## src/rtl/out_port_uart_pkg.sv

```systemverilog
// Shared types and helpers for the OUT-A serial output port.
package out_port_uart_pkg;

  localparam int BYTE_W = 8;

  // Transmitter state codes. The encoding is fixed so the codes can be
  // matched against the shared OUT_* state constants used elsewhere.
  typedef enum logic [1:0] {
    OUT_IDLE  = 2'd0,
    OUT_START = 2'd1,
    OUT_DATA  = 2'd2,
    OUT_STOP  = 2'd3
  } tx_state_t;

  // Returns the width of a counter that runs from 0 to clks-1. The width
  // is never allowed to drop to zero, even when clks is 1.
  function automatic int baud_w(input int clks);
    return (clks > 1) ? $clog2(clks) : 1;
  endfunction

endpackage

```

## src/rtl/out_port_uart_byte_fifo.sv

```systemverilog
// Small byte FIFO with occupancy count. A write while the FIFO is full is
// ignored. A read while it is empty is ignored. The head entry is always
// visible on rd_data.
module byte_fifo
  import out_port_uart_pkg::*;
#(
  parameter int DEPTH = 4
) (
  input  logic                    clk,
  input  logic                    reset,
  input  logic                    wr_en,
  input  logic [BYTE_W-1:0]       wr_data,
  input  logic                    rd_en,
  output logic [BYTE_W-1:0]       rd_data,
  output logic [$clog2(DEPTH):0]  count,
  output logic                    full,
  output logic                    empty
);

  localparam int AW = $clog2(DEPTH);
  localparam logic [AW:0] DEPTH_C = (AW + 1)'(DEPTH);

  logic [BYTE_W-1:0] mem [DEPTH];
  logic [AW-1:0]     wr_ptr;
  logic [AW-1:0]     rd_ptr;
  logic              do_wr;
  logic              do_rd;

  // Full and empty come from the pre-edge count. A same-cycle read
  // therefore never makes room for a same-cycle write.
  assign full    = (count == DEPTH_C);
  assign empty   = (count == '0);
  assign do_wr   = wr_en && !full;
  assign do_rd   = rd_en && !empty;
  assign rd_data = mem[rd_ptr];

  // Pointer and occupancy bookkeeping. DEPTH is a power of two, so the
  // pointers wrap for free.
  always_ff @(posedge clk or posedge reset) begin
    if (reset) begin
      wr_ptr <= '0;
      rd_ptr <= '0;
      count  <= '0;
    end else begin
      if (do_wr) wr_ptr <= wr_ptr + 1'b1;
      if (do_rd) rd_ptr <= rd_ptr + 1'b1;
      case ({do_wr, do_rd})
        2'b10:   count <= count + 1'b1;
        2'b01:   count <= count - 1'b1;
        default: count <= count;
      endcase
    end
  end

  // Storage write. The contents need no reset because the count guards them.
  always_ff @(posedge clk) begin
    if (do_wr) mem[wr_ptr] <= wr_data;
  end

endmodule

```

## src/rtl/out_port_uart.sv

```systemverilog
// OUT-A output stage. It captures bus bytes on c_oi into a FIFO and sends
// them as 8N1 frames on tx, LSB first. It stalls the CPU while the FIFO is full.
//
// Handshake: a byte is taken on a rising clk edge when c_oi=1 and stall=0,
// with stall sampled before that edge. c_oi=1 while stall=1 drops the byte
// and sets the sticky overflow flag. The CPU holds its state instead of
// strobing c_oi again.
module out_port_uart
  import out_port_uart_pkg::*;
#(
  parameter int DEPTH        = 4,
  parameter int CLKS_PER_BIT = 4
) (
  input  logic                    clk,
  input  logic                    reset,
  input  logic [BYTE_W-1:0]       bus,
  input  logic                    c_oi,
  output logic                    stall,
  output logic                    tx,
  output logic                    busy,
  output logic [$clog2(DEPTH):0]  count,
  output logic                    overflow
);

  localparam int BW = baud_w(CLKS_PER_BIT);
  localparam logic [BW-1:0] BAUD_LAST = BW'(CLKS_PER_BIT - 1);

  logic              fifo_full;
  logic              fifo_empty;
  logic [BYTE_W-1:0] head;
  logic              push;
  logic              pop;

  tx_state_t         state,    state_n;
  logic [BW-1:0]     baud_cnt, baud_n;
  logic [2:0]        bit_idx,  bit_n;
  logic [BYTE_W-1:0] shift,    shift_n;
  logic              tx_q,     tx_n;

  assign push  = c_oi && !fifo_full;
  assign stall = fifo_full;
  assign busy  = (state != OUT_IDLE);
  assign tx    = tx_q;

  byte_fifo #(.DEPTH(DEPTH)) u_fifo (
    .clk     (clk),
    .reset   (reset),
    .wr_en   (push),
    .wr_data (bus),
    .rd_en   (pop),
    .rd_data (head),
    .count   (count),
    .full    (fifo_full),
    .empty   (fifo_empty)
  );

  // Sticky drop flag. Only reset clears it.
  always_ff @(posedge clk or posedge reset) begin
    if (reset) overflow <= 1'b0;
    else if (c_oi && fifo_full) overflow <= 1'b1;
  end

  // Transmitter register bank. On reset, tx goes high at once, which
  // aborts any frame in progress.
  always_ff @(posedge clk or posedge reset) begin
    if (reset) begin
      state    <= OUT_IDLE;
      baud_cnt <= '0;
      bit_idx  <= '0;
      shift    <= '0;
      tx_q     <= 1'b1;
    end else begin
      state    <= state_n;
      baud_cnt <= baud_n;
      bit_idx  <= bit_n;
      shift    <= shift_n;
      tx_q     <= tx_n;
    end
  end

  // Transmitter next-state logic. tx_n is the line level for the next
  // state, so the line changes on the same edge as the state or bit.
  always_comb begin
    state_n = state;
    baud_n  = baud_cnt;
    bit_n   = bit_idx;
    shift_n = shift;
    tx_n    = tx_q;
    pop     = 1'b0;
    case (state)
      OUT_IDLE: begin
        tx_n = 1'b1;
        if (!fifo_empty) begin
          pop     = 1'b1;
          shift_n = head;
          baud_n  = '0;
          state_n = OUT_START;
          tx_n    = 1'b0;
        end
      end
      OUT_START: begin
        if (baud_cnt == BAUD_LAST) begin
          baud_n  = '0;
          bit_n   = '0;
          state_n = OUT_DATA;
          tx_n    = shift[0];
        end else begin
          baud_n = baud_cnt + 1'b1;
        end
      end
      OUT_DATA: begin
        if (baud_cnt == BAUD_LAST) begin
          baud_n = '0;
          if (bit_idx == 3'd7) begin
            state_n = OUT_STOP;
            tx_n    = 1'b1;
          end else begin
            bit_n   = bit_idx + 1'b1;
            shift_n = {1'b0, shift[BYTE_W-1:1]};
            tx_n    = shift[1];
          end
        end else begin
          baud_n = baud_cnt + 1'b1;
        end
      end
      OUT_STOP: begin
        if (baud_cnt == BAUD_LAST) begin
          baud_n  = '0;
          state_n = OUT_IDLE;
          tx_n    = 1'b1;
        end else begin
          baud_n = baud_cnt + 1'b1;
        end
      end
      default: begin
        state_n = OUT_IDLE;
        tx_n    = 1'b1;
      end
    endcase
  end

endmodule

```

## config.mk

```make
export PLATFORM = sky130hd
export DESIGN_NAME = out_port_uart
export DESIGN_NICKNAME = d
export VERILOG_FILES = /design/src/rtl/out_port_uart_pkg.sv /design/src/rtl/out_port_uart_byte_fifo.sv /design/src/rtl/out_port_uart.sv
export SDC_FILE = /design/constraint.sdc
export NUM_CORES = 1
export LEC_CHECK = 0
export ABC_AREA = 1
export CAP_MARGIN = 5
export CORE_MARGIN = 1
export CORE_UTILIZATION = 55
export CTS_BUF_LIST = sky130_fd_sc_hd__clkbuf_8
export DETAILED_ROUTE_END_ITERATION = 10
export HOLD_SLACK_MARGIN = 0.02
export PLACE_DENSITY_LB_ADDON = 0.05
export SLEW_MARGIN = 10
export SYNTH_ARGS = -nofsm -noshare
export SYNTH_HDL_FRONTEND = slang
export SYNTH_HIERARCHICAL = 1
export SYNTH_SLANG_ARGS = --single-unit
```

## constraint.sdc

```tcl
create_clock -name clk -period 1.75 [get_ports clk]
set_input_delay 0.35 -clock clk [delete_from_list [all_inputs] [get_ports clk]]
set_output_delay 0.35 -clock clk [all_outputs]
set_load 0.02 [all_outputs]
```

Word-level counts from Yosys, hierarchy flattened
Memories as Yosys holds them, arrays and structs flattened.
Cells that the tools add are included.
{"block": "op_classes", "n_addsub": 6, "n_eq_ne": 14, "n_reduce_logical": 17, "mux": 28}
{"op": "8-bit 2-to-1 mux", "n": 3}
{"op": "8-bit one-hot mux with 2 select lines", "n": 1}
{"op": "2-bit 2-to-1 mux", "n": 7}
{"op": "2-bit != test (second input constant)", "n": 6}
{"op": "3-bit one-hot mux with 2 select lines", "n": 2}
{"op": "1-bit 2-to-1 mux", "n": 9}
{"op": "3-bit 2-to-1 mux", "n": 3}
{"op": "2-bit equality test (second input constant)", "n": 4}
{"op": "2-bit one-hot mux with 4 select lines", "n": 1}
{"op": "4-bit AND reduction", "n": 2}
{"op": "2-bit nonzero test", "n": 4}
{"op": "2-bit by 1-bit adder with 2-bit output (second input constant)", "n": 3}
{"op": "3-bit by 1-bit adder with 3-bit output (second input constant)", "n": 2}
{"op": "3-bit equality test (second input constant)", "n": 2}
{"op": "5-bit AND reduction", "n": 1}
{"op": "2-bit by 1-bit equality test with 1-bit output (second input constant)", "n": 2}
{"op": "1-bit logical AND", "n": 4}
{"op": "1-bit one-hot mux with 4 select lines", "n": 1}
{"op": "2-bit one-hot mux with 2 select lines", "n": 1}
{"op": "3-bit logical NOT", "n": 1}
{"op": "3-bit AND reduction", "n": 1}
{"op": "3-bit OR reduction", "n": 1}
{"op": "3-bit by 1-bit subtractor with 3-bit output (second input constant)", "n": 1}
{"op": "1-bit logical NOT", "n": 2}
{"op": "2-bit logical NOT", "n": 1}
{"block": "word_totals", "ram_bits": 32, "in_bits": 11, "word_cells": 75, "n_memories": 1, "ff_bits": 24}
{"name": "u_fifo.mem", "words": 4, "width": 8, "rd": 1, "rd_clocked_by_memory_dff": 0, "wr": 1, "line_no": "out_port_uart_byte_fifo.sv:23", "rtl": "logic [BYTE_W-1:0] mem [DEPTH];"}

Longest topological paths before layout
Gate-level depths: netlist of the first run.
{"block": "logic_depth", "ltp_word": 6, "depth_mapped": 14}

Cells and area by module
The synthesis of the first run kept the hierarchy.
{"mod": "byte_fifo", "cells_per_inst": 155, "area_per_inst_um2": 1755.4, "seq_area_each_um2": 1136.1, "n_inst": 1}
{"mod": "out_port_uart", "cells_per_inst": 136, "area_per_inst_um2": 1032.2, "seq_area_each_um2": 426.7, "n_inst": 1}

Least setup slack after synthesis of the first run
No wires, ideal clock.
{"block": "synth_path", "kind": "reg-to-reg", "from": "register u_fifo.count[0]", "to": "register u_fifo.count[2]", "t_required_ns": 1.633, "path_slack_ns": -0.378, "n_path_buf": 0, "setup_time_ns": 0.117, "arrival_time_ns": 2.010, "path_stages_with_launch": 13, "cell_sequence": "dfrtp_1 > inv_1 > nand3_2 > inv_1 > nor2_1 > nand2_4 > ha_1 > inv_1 > fa_1 > nand2_1 > nand3_1 > nand2_1 > nand2_1"}
{"block": "synth_via", "elab_chain_cells": 6, "elab_cells_between_ends": 15, "classes_between": "2 x add/sub; 3 x eq/ne; 3 x mux; 7 x reduce/logical"}
{"item": "start, declared", "line_no": "out_port_uart_byte_fifo.sv:15", "rtl": "output logic [$clog2(DEPTH):0] count,"}
{"item": "start signal, assigned", "line_no": "out_port_uart_byte_fifo.sv:48", "rtl": "2'b10: count <= count + 1'b1;"}
{"item": "start signal, assigned", "line_no": "out_port_uart_byte_fifo.sv:49", "rtl": "2'b01: count <= count - 1'b1;"}
{"item": "start signal, assigned", "line_no": "out_port_uart_byte_fifo.sv:50", "rtl": "default: count <= count;"}
{"item": "3-bit equality test *", "line_no": "out_port_uart_byte_fifo.sv:31", "rtl": "assign full = (count == DEPTH_C);"}
{"item": "via stall", "line_no": "out_port_uart.sv:18", "rtl": "output logic stall,"}
{"item": "1-bit logical NOT *", "line_no": "out_port_uart.sv:40", "rtl": "assign push = c_oi && !fifo_full;"}
{"item": "1-bit logical AND *", "line_no": "out_port_uart.sv:40"}
{"item": "via push", "line_no": "out_port_uart.sv:31", "rtl": "logic push;"}
{"item": "1-bit logical AND *", "line_no": "out_port_uart_byte_fifo.sv:33", "rtl": "assign do_wr = wr_en && !full;"}
{"item": "2-bit by 1-bit equality test with 1-bit output or 2-bit equality test (tied branches)", "line_no": "out_port_uart_byte_fifo.sv:47", "rtl": "case ({do_wr, do_rd})"}
{"item": "3-bit one-hot mux with 2 select lines or 2-bit nonzero test (tied branches)"}
The timed path passes the listed nets; every way through them passes the cells marked *.
A chain may end at the register's enable or synchronous reset.

Worst setup path in the final report of the first run
{"block": "layout_path", "from": "register u_fifo.count[1]", "to": "register u_fifo.count[2]"}
{"block": "layout_via", "elab_chain_cells": 6, "elab_cells_between_ends": 15, "classes_between": "2 x add/sub; 3 x eq/ne; 3 x mux; 7 x reduce/logical"}
{"item": "3-bit logical NOT *", "line_no": "out_port_uart_byte_fifo.sv:32", "rtl": "assign empty = (count == '0);"}
{"item": "via fifo_empty", "line_no": "out_port_uart.sv:29", "rtl": "logic fifo_empty;"}
{"item": "1-bit 2-to-1 mux *", "line_no": "out_port_uart.sv:93", "rtl": "if (!fifo_empty) begin"}
{"item": "1-bit 2-to-1 mux *", "line_no": "out_port_uart.sv:90", "rtl": "case (state)"}
{"item": "via pop", "line_no": "out_port_uart.sv:32", "rtl": "logic pop;"}
{"item": "1-bit logical AND *", "line_no": "out_port_uart_byte_fifo.sv:34", "rtl": "assign do_rd = rd_en && !empty;"}
{"item": "via u_fifo.do_rd", "line_no": "out_port_uart_byte_fifo.sv:27", "rtl": "logic do_rd;"}
{"item": "2-bit by 1-bit equality test with 1-bit output or 2-bit equality test (tied branches)", "line_no": "out_port_uart_byte_fifo.sv:47"}
{"item": "3-bit one-hot mux with 2 select lines or 2-bit nonzero test (tied branches)"}
Marks and branches as above.

==> results of run 1 <==
logic make-up (layout without fill, tap and decap cells):
kind of cell,count (synthesis),count (layout)
buf+inv,55,106
compound gates,21,21
fa+ha+maj,15,15
flops,56,56
simple gates,143,143
xor+xnor,1,1
path summary, 6_finish.rpt:
path                                   end
min in group clk                  overflow
max reg2reg                u_fifo/count[2]
min                               overflow
max in group asynchronous               tx
min reg2reg                       overflow
max                        u_fifo/count[2]
through the flow:
step           area, um^2  hold slack (ns)  setup TNS (ns)
6_report             3383           0.2109        -0.05993
5_1_grt              3383           0.2407         -0.3294
4_1_cts              3377           0.2039        -0.02905
3_5_place_dp         3211           0.4618          -2.147
3_3_place_gp         3211           0.4499          -1.773
2_1_floorplan        2846           0.1532         -0.1080
sequential cells by signal, indices dropped and copies added (netlist names):
register,flops
u_fifo/mem,32
shift,8
bit_idx,3
u_fifo/count,3
baud_cnt,2
state,2
u_fifo/rd_ptr,2
u_fifo/wr_ptr,2
overflow,1
tx,1
critical path, cell delays in order, from the launching register on:
cell	delay (ns)
sky130_fd_sc_hd__dfrtp_2	0.41
sky130_fd_sc_hd__inv_4	0.06
sky130_fd_sc_hd__nand3_2	0.12
sky130_fd_sc_hd__inv_2	0.06
sky130_fd_sc_hd__nor2_4	0.13
sky130_fd_sc_hd__nand2_2	0.07
sky130_fd_sc_hd__inv_2	0.07
sky130_fd_sc_hd__ha_4	0.14
sky130_fd_sc_hd__inv_2	0.04
sky130_fd_sc_hd__fa_2	0.33
sky130_fd_sc_hd__inv_1	0.07
sky130_fd_sc_hd__nand2_2	0.06
sky130_fd_sc_hd__nand3_2	0.06
sky130_fd_sc_hd__nand2_1	0.05
sky130_fd_sc_hd__nand2_1	0.05
power breakdown:
group | total, uW | internal (uW) | switching, uW | leakage, uW
Combinational | 3310 | 1440 | 1860 | 0.00102
Clock | 688 | 280 | 408 | 0.0000455
Sequential | 2090 | 1860 | 238 | 0.000584
repair_timing:
| item | 4_1_cts | 5_1_grt |
|---|---|---|
| gates cloned | 0 | 0 |
| pin swaps | 9 | 3 |
| gates resized for setup | 10 | 3 |
| hold endpoints to repair | 0 | 0 |
| endpoints found under the setup margin | 5 | 9 |
| buffers inserted | 8 | 1 |
final cells by class:
cell class | count | area (um^2)
clock buffer | 5 | 68.82
clock inverter | 3 | 20.02
fill | 395 | 1403
inverter | 49 | 198.9
multi-input combinational | 180 | 1041
sequential | 56 | 1567
tap | 67 | 83.83
timing repair buffer | 49 | 404.1
metal layers:
| metal | vias to the layer above | global-route usage, % | wire, um |
|---|---|---|---|
| met5 | - | 0 | 0 |
| met4 | 0 | 8.279 | 80 |
| met3 | 10 | 3.729 | 134 |
| met2 | 21 | 35.39 | 2345 |
| met1 | 875 | 27.26 | 2219 |
| li1 | 1035 | - | - |
cell usage in the layout (no fill, tap or decap), types with 2 or more instances in the layout:
cell                              instances
sky130_fd_sc_hd__nand2_1                 98
sky130_fd_sc_hd__inv_1                   38
sky130_fd_sc_hd__buf_4                   33
sky130_fd_sc_hd__edfxtp_1                32
sky130_fd_sc_hd__dfrtp_1                 20
sky130_fd_sc_hd__nand3_1                 19
sky130_fd_sc_hd__o211ai_1                16
sky130_fd_sc_hd__clkdlybuf4s50_1         13
sky130_fd_sc_hd__ha_1                    12
sky130_fd_sc_hd__nor2_1                   8
sky130_fd_sc_hd__inv_2                    8
sky130_fd_sc_hd__clkbuf_8                 5
sky130_fd_sc_hd__nand2_2                  4
sky130_fd_sc_hd__nor2_4                   3
sky130_fd_sc_hd__dfrtp_2                  3
sky130_fd_sc_hd__nand2_4                  2
sky130_fd_sc_hd__nand4_1                  2
sky130_fd_sc_hd__o21ai_0                  2
sky130_fd_sc_hd__nor2_2                   2
sky130_fd_sc_hd__inv_6                    2
sky130_fd_sc_hd__ha_4                     2
sky130_fd_sc_hd__inv_4                    2
sky130_fd_sc_hd__nand3_2                  2
==> key figures, run 1 <==
Status
  • Status: complete, but fails checks
  • Violated checks: negative setup slack

Worst setup path
  • Depth of the worst register-to-register path: 14
  • Required time at the endpoint of the critical path: 1.99 ns
  • Arr. time, crit path: 2.03 ns
  • Reg-to-reg setup timing slack: -0.03 ns
  • Worst setup path class: reg -> reg
  • FF-to-FF Start: u_fifo/count[1]
  • Critical path peak fanout: 3
  • Worst setup startpoint: u_fifo/count[1]
  • Critical path startpoint category: flip-flop
  • Sort of element at the end of the critical path: flip-flop

Route
  • Total iterations of the first detailed-routing run: 4
  • Remaining number of nets flagged by the antenna check after routing: 0
  • Post-detailed-route wirelength per cell: 11.69 um
  • Avg Vias per Cell: 4.746
  • Wire length after detailed routing: 4.781 mm
  • Number of DRC violations after detailed routing: 0
  • Vias after detailed routing: 1941
  • Initial DRC count: 43

CTS
  • Number of H-tree branching levels: 2
  • CTS buffer count: 5
  • TritonCTS sink count: 56
  • Clock Tree Root: sky130_fd_sc_hd__clkbuf_8
  • Buffer levels on the longest clock path: 2
  • Number of hold buffers added after cts: 0
  • Clock tree from TritonCTS: yes
  • Clock transition at the registers of the reported paths: 0.09 ns
  • Later-pin clock latency in the skew report: 0.30 ns

Placement
  • Final Wtd Congestion: 0.8148
  • Number of buffers inserted by port buffering: 17
  • Sum of net half-perimeters after detailed placement: 3.481 mm
  • Setup slack after placement: -0.1962 ns
  • Placed cell count: 392

Logic synthesis
  • Most instantiated library cell after synthesis: sky130_fd_sc_hd__nand2_1
  • Primary FF master, synth: sky130_fd_sc_hd__edfxtp_1
  • Synthesized cell area: 0.002788 mm^2
  • Yosys warning total: 6
  • Fraction of the mapped netlist area in simple logic gates: 22.08%
  • Share of synthesized area spent on multiplexers: 0%
  • Area fraction in compound gates after synthesis: 5.700%
  • Post-synthesis share of cell area spent on full adders, half adders and majority gates: 7.002%
  • Largest family of logic cells by synthesized area: simple AND/OR/NAND/NOR gates
  • Flops & latches, synth: 56
  • Post-synth top area cell: sky130_fd_sc_hd__edfxtp_1
  • Most frequent cells after synthesis: sky130_fd_sc_hd__nand2_1 (101), sky130_fd_sc_hd__inv_1 (46), sky130_fd_sc_hd__edfxtp_1 (32)
  • Cells after synthesis: 291
  • Fraction of the yosys area taken by sequential cells: 56.06%
  • Number of enable flip-flop cells after synthesis: 32
  • Syn Area/Cell: 9.580 um^2
  • XOR/XNOR share of the synthesized area: 0.3142%
  • Async SR Flop Fraction: 42.86%
  • Net count after synthesis: 317
  • Top post-synthesis cells by area: sky130_fd_sc_hd__edfxtp_1 (34%), sky130_fd_sc_hd__dfrtp_1 (21%), sky130_fd_sc_hd__nand2_1 (14%)
  • Cell variety after synth: 26
  • Area share of the largest cell type after synthesis: 34.47%

Timing
  • Achievable Freq: 560.9 MHz
  • Worst slew pin tran: 0.4774 ns
  • Count of endpoints failing setup in the final report: 3
  • Period utilisation layout: 101.9%
  • Final Hold Viols: 0
  • Largest clock skew in the final design: 0.005215 ns
  • Relative slew slack: 68.13%
  • Final count of pins violating max slew: 0
  • Minimum period implied by the final worst setup slack: 1.783 ns
  • Unrepaired setup endpoints after global routing: true
  • Final WS setup: -0.03292 ns

Floorplanning
  • Initial standard-cell utilization of the core: 58.25%
  • Die X-Extent: 73.20 um
  • Top-level port count: 18
  • Number of rows in the core area: 25
  • Die H: 73.20 um
  • Core Footprint: 0.004786 mm^2
  • Die ar.: 0.005358 mm^2

Power and ir drop
  • Worst IR Drop VDD: 1.202 mV
  • Static leakage power: 0.001648 uW
  • Areal power density over the cells: 1799 mW/mm^2
  • Total power draw: 6086 uW

Global routing
  • Maximum number of pins on one net before global-route repair: 34
  • Global-route total usage across every layer: 21.12%
  • Via count of the first global-routing pass: 1904
  • Overflow left after global routing: 0
  • First-pass GRT wire length: 8.466 mm
  • Antenna violations before repair: 0

Layout
  • Antenna cell count: 0
  • Non-Filler Instances: 409
  • Area grow syn2layout: 21.36%
  • Core occupancy in the finished layout: 70.69%
  • Final layout net count: 367
  • Proportion of layout cells with a drive suffix above 1: 22.22%

Flow run
  • Max-cap check violation count: 0

Worst hold path
  • Type of the tightest min-delay check: in -> async
No activity file was read; power rests on OpenSTA's default activity.
==> run 2, diff against run 1 <==
Settings changed: ABC_CLOCK_PERIOD_IN_PS from default to 1750.
==> results of run 2 <==
No change in the layout: final DEF, timing and power equal those of run 1.
